--- src/rtl/rf_write_arbiter.sv ---
// Register-file write-port arbiter: picks between ALU and memory writebacks,
// registers the winning write onto the single rf port (x0 writes dropped),
// and tracks outstanding destination registers in a pending scoreboard.
module rf_write_arbiter #(
  parameter int MAX_STREAK = 4,
  parameter int XLEN       = 32
) (
  input  logic            clk,
  input  logic            rst,
  input  logic            alu_valid,
  input  logic [4:0]      alu_rd,
  input  logic [XLEN-1:0] alu_wd,
  output logic            alu_ready,
  input  logic            mem_valid,
  input  logic [4:0]      mem_rd,
  input  logic [XLEN-1:0] mem_wd,
  output logic            mem_ready,
  input  logic            rsv_valid,
  input  logic [4:0]      rsv_rd,
  output logic            rf_we,
  output logic [4:0]      rf_rd,
  output logic [XLEN-1:0] rf_wd,
  output logic [31:0]     pending,
  output logic            err_double_rsv
);

  logic [3:0]      streak;
  logic            contested;
  logic            streak_max;
  logic            acc_p0;
  logic [4:0]      acc_rd_p0;
  logic [XLEN-1:0] acc_wd_p0;
  logic            wr_nz_p0;
  logic [31:0]     clr_mask;
  logic [31:0]     set_mask;
  logic            rsv_dup;

  logic            vld_p1;
  logic [4:0]      rd_p1;
  logic [XLEN-1:0] wd_p1;
  logic [31:0]     pending_q;
  logic            err_q;

  // Grant logic: memory wins contested cycles until it has won MAX_STREAK in a row.
  always_comb begin
    contested  = alu_valid & mem_valid;
    streak_max = (streak == 4'(MAX_STREAK));
    alu_ready  = ~rst & alu_valid & (~mem_valid | streak_max);
    mem_ready  = ~rst & mem_valid & (~alu_valid | ~streak_max);
    acc_p0     = alu_ready | mem_ready;
    acc_rd_p0  = alu_ready ? alu_rd : mem_rd;
    acc_wd_p0  = alu_ready ? alu_wd : mem_wd;
    wr_nz_p0   = acc_p0 & (acc_rd_p0 != 5'd0);
  end

  // Scoreboard update masks; a same-cycle set of a register overrides its clear.
  always_comb begin
    clr_mask = '0;
    set_mask = '0;
    if (wr_nz_p0)
      clr_mask[acc_rd_p0] = 1'b1;
    if (rsv_valid && rsv_rd != 5'd0)
      set_mask[rsv_rd] = 1'b1;
    rsv_dup = rsv_valid && (rsv_rd != 5'd0) && pending_q[rsv_rd] &&
              !(wr_nz_p0 && acc_rd_p0 == rsv_rd);
  end

  // ---- stage p0 -> p1: accepted write lands on the register-file port ----
  // Register the winning write, scoreboard, error flag and fairness streak.
  always_ff @(posedge clk) begin
    if (rst) begin
      vld_p1    <= 1'b0;
      rd_p1     <= '0;
      wd_p1     <= '0;
      pending_q <= '0;
      err_q     <= 1'b0;
      streak    <= '0;
    end else begin
      vld_p1 <= wr_nz_p0;
      if (wr_nz_p0) begin
        rd_p1 <= acc_rd_p0;
        wd_p1 <= acc_wd_p0;
      end
      pending_q <= (pending_q & ~clr_mask) | set_mask;
      if (rsv_dup)
        err_q <= 1'b1;
      if (alu_ready)
        streak <= '0;
      else if (mem_ready && contested && !streak_max)
        streak <= streak + 4'd1;
    end
  end

  assign rf_we          = vld_p1;
  assign rf_rd          = rd_p1;
  assign rf_wd          = wd_p1;
  assign pending        = pending_q;
  assign err_double_rsv = err_q;

endmodule

--- config.mk ---
export PLATFORM = sky130hd
export DESIGN_NAME = rf_write_arbiter
export DESIGN_NICKNAME = d
export VERILOG_FILES = /design/src/rtl/rf_write_arbiter.sv
export SDC_FILE = /design/constraint.sdc
export NUM_CORES = 1
export LEC_CHECK = 0
export CORE_MARGIN = 2
export CORE_UTILIZATION = 45
export DETAILED_ROUTE_END_ITERATION = 10
export GPL_TIMING_DRIVEN = 0
export PLACE_DENSITY_LB_ADDON = 0.25
export REMOVE_ABC_BUFFERS = 1
export SLEW_MARGIN = 20
export SYNTH_ARGS = -nofsm -noshare
export SYNTH_HDL_FRONTEND = slang
export SYNTH_SLANG_ARGS = --single-unit
--- constraint.sdc ---
create_clock -name clk -period 2.8 [get_ports clk]
set_input_delay 0.28 -clock clk [delete_from_list [all_inputs] [get_ports clk]]
set_output_delay 0.28 -clock clk [all_outputs]
set_load 0.01 [all_outputs]
==> impl_results.md <==
* CP endpoint kind: register
* YS warnings at 0
* Seq pwr share at 43.5%
* Vias in the first global route at 4184
* Combinational power share at 24.5%
* Crit path to: pending[6]$_SDFF_PP0_
* Antenna-violating nets left at 0
* Total Power at 2.63 mW
* CTS Sinks at 75
* Switching pwr at 774 µW
* Fillers at 760
* Worst slew margin at 30.0%
* Row cnt at 35
* Root Driver: clkbuf_8
* 1st-iter DRT viols at 228
* Multi-input gate area at 0.00243 mm²
* Sw Share at 29.4%
* Post-route cell area at 0.00615 mm²
* RSZ-0062 raised after global routing: no
* Initial antenna violation count at 0
* Final #Nets at 718
* Primary FF master, synth: dfxtp_1
* Number of synthesized flops with an enable pin at 0
* IO Port Bufs at 156
* Yosys cell types at 49
* Most frequent cells in the layout: clkdlybuf4s50_1, nand2_1, dfxtp_1, nor2_1, a311oi_2
* I/O pin total at 157
* # setup viols final at 0
* Cell Pwr Density at 428 mW/mm²
* Die Y at 101 µm
* N_diodes at 0
* Register area at 0.00150 mm²
* Clock slew at reported path FFs at 0.09 ns
* Syn Std Cell Area at 0.00422 mm²
* Critical path launch point type: register
* H-tree levels at 3
* Routed WL per cell at 18.1 µm
* Hold Buf Count CTS at 0
* Min-Delay Path Depth at 2
* Fmax at 379 MHz
* Skew final at 0.0112 ns
* FF-to-FF Start: streak[0]$_SDFFE_PP0P_
* Synth Area per Inst at 8.58 µm²
* Final Hold Fails at 0
* Largest net degree at the start of global routing at 46
* Final period util at 94.2%
* Final hold slack at 0.342 ns
* #FFs+latches synth at 75
* Post-DP HPWL at 9680 µm
* Int Power at 1.86 mW
* CTS buffer count at 9
* Global route overflow at 0
* Critical path fanouts, max at 16
* Commonest non-fill, non-tap cell in the layout: clkdlybuf4s50_1
* Crit path DAT at 2.89 ns
* Worst-Skew Late Latency at 0.34 ns
* Worst vdd ir at 0.000314 V
* Clock Power Share at 32.0%
* Req. time, crit path at 3.05 ns
* Setup TNS at 0 ns
* CTS tree: done
* Asr flop ratio synth at 0%
* RD Place Congestion at 0.880
* Slew Viols, Final at 0
* Via count at 4404
* Number of vias per cell at 5.89
* DRC Markers at 0
* Die W at 101 µm
* Worst hold path type: input pin to register
* Layout area overhead at 45.7%
* Post-Route WL at 13600 µm
* Share of layout cells above drive strength 1 at 11.8%
* Core footprint at 0.00915 mm²
* Clock buffer depth at 2
* Hold Startpoint: rst
* Outcome: finished clean
* FF-to-FF path depth at 8
* Pleak at 2.18 nW
* Starting Density at 46.1%
* Detailed Routing Iterations Pass 1 at 5
* Measured slew at the worst slew-check pin at 1.02 ns
* Synth Instances at 492
* Crit Path Category: register to register
* Worst R2R Setup Slack at 0.16 ns
* Die ar. at 0.0102 mm²
* CP Launch Point: streak[0]$_SDFFE_PP0P_
* Maxcap violations at 0
* GRT Total Usage at 26.3%
* Global-route wire length before repair at 21400 µm
* Sequential element share of the synthesized area at 35.6%
* Placed inst area at 0.00591 mm²
* Fin crit period at 2.64 ns
* Worst reg2reg path endpoint: pending[6]$_SDFF_PP0_
## layer usage
| metal | wire (µm) | track usage (%) | vias up |
|---|---|---|---|
| met5 | 0 | 0 | - |
| li1 | - | - | 2069 |
| met1 | 5700 | 34.8 | 2097 |
| met2 | 6550 | 43.3 | 218 |
| met3 | 1150 | 5.41 | 20 |
| met4 | 180 | 7.59 | 0 |
## registers in the layout, summed over array words and instances (netlist names)
| signal | count |
|---|---|
| err_double_rsv | 1 |
| rf_rd | 5 |
| rf_we | 1 |
| streak | 4 |
| pending | 32 |
| rf_wd | 32 |
## cell usage after synthesis, types with 2 or more instances
library cell	n	area share [%]
nand2_1	85	7.6
dfxtp_1	75	36
nor2_1	48	4.3
a311oi_2	32	11
inv_1	29	2.6
nor4_1	23	3.4
o32ai_1	23	4.8
mux2i_1	22	5.2
clkbuf_1	20	1.8
nor2b_1	15	2.2
a21oi_1	9	1.1
nand3_1	8	0.95
xnor2_1	8	1.7
o21ai_0	7	0.83
buf_2	6	0.71
nand2b_1	6	0.89
buf_6	5	1.3
mux2_2	5	1.3
nand4_1	5	0.74
o211ai_1	5	0.89
o41ai_1	5	1.0
a22oi_1	4	0.71
buf_4	4	0.71
or2_2	4	0.59
a211oi_1	3	0.53
and2_1	3	0.44
buf_1	3	0.27
nor3_1	3	0.36
o22a_1	3	0.62
o311ai_0	3	0.62
ha_1	2	0.59
o211a_1	2	0.47
## logic make-up (layout without fill, tap and decap cells)
logic type | count (synthesis) | after routing | share of synthesized area, %
AND/OR/NAND/NOR | 206 | 206 | 22.6
AO/OA/AOI/OAI | 104 | 104 | 25.0
adder cells (fa/ha/maj) | 2 | 2 | 0.593
XOR/XNOR | 9 | 9 | 1.87
buffers and inverters | 68 | 213 | 7.47
flip-flops | 75 | 75 | 35.6
multiplexers | 28 | 28 | 6.88
## repair_timing
action	4_1_cts	5_1_grt
gates resized for setup	4	2
endpoints found under the setup margin	34	8
pin swaps	1	0
buffers inserted	1	0
## worst min path at each step
stage / endpoint / slack, ns
floorplan: rf_rd[4]$_SDFFE_PP0P_ / 0.34
global placement: pending[31]$_SDFF_PP0_ / 0.47
detailed placement: pending[31]$_SDFF_PP0_ / 0.48
CTS: rf_rd[1]$_SDFFE_PP0P_ / 0.32
global route: rf_rd[1]$_SDFFE_PP0P_ / 0.34
finish: rf_rd[1]$_SDFFE_PP0P_ / 0.34
## power groups by stage
stage | logic (mW) | clock network, mW | registers, mW
global route | 0.689 | 0.906 | 1.15
detailed placement | 0.634 | 0 | 1.17
global placement | 0.601 | 0 | 1.17
floorplan | 0.247 | 0 | 1.19
CTS | 0.640 | 0.861 | 1.14
finish | 0.644 | 0.843 | 1.14
## through the flow
| step | cells | worst slack [ns] | util, % |
|---|---|---|---|
| 2_1_floorplan | 454 | -1.22 | - |
| 3_3_place_gp | 721 | -5.40 | 62.5 |
| 3_5_place_dp | 731 | -0.913 | 64.6 |
| 4_1_cts | 748 | 0.0207 | 67.1 |
| 5_1_grt | 748 | 0.0283 | 67.2 |
| 6_report | 748 | 0.163 | 67.2 |
## worst max-delay path, stage by stage, from the launching register on
cell and delay [ns]:
dfxtp_1 0.36, inv_1 0.07, ha_1 0.21, and3b_1 0.25
o21ai_4 0.22, buf_16 0.19, mux2i_1 0.85, nor4_1 0.09
o32ai_1 0.29
## area by class of cell
type                    count  share of cell area [%]
repair buffers            167                    28.4
clock inverters             6                    1.06
flip-flops and latches     75                    24.4
inverters                  30                    2.26
well taps                 111                    2.26
clock buffers              10                    2.08
multi-input cells         349                    39.5
Power figures use the tool's default switching activity.
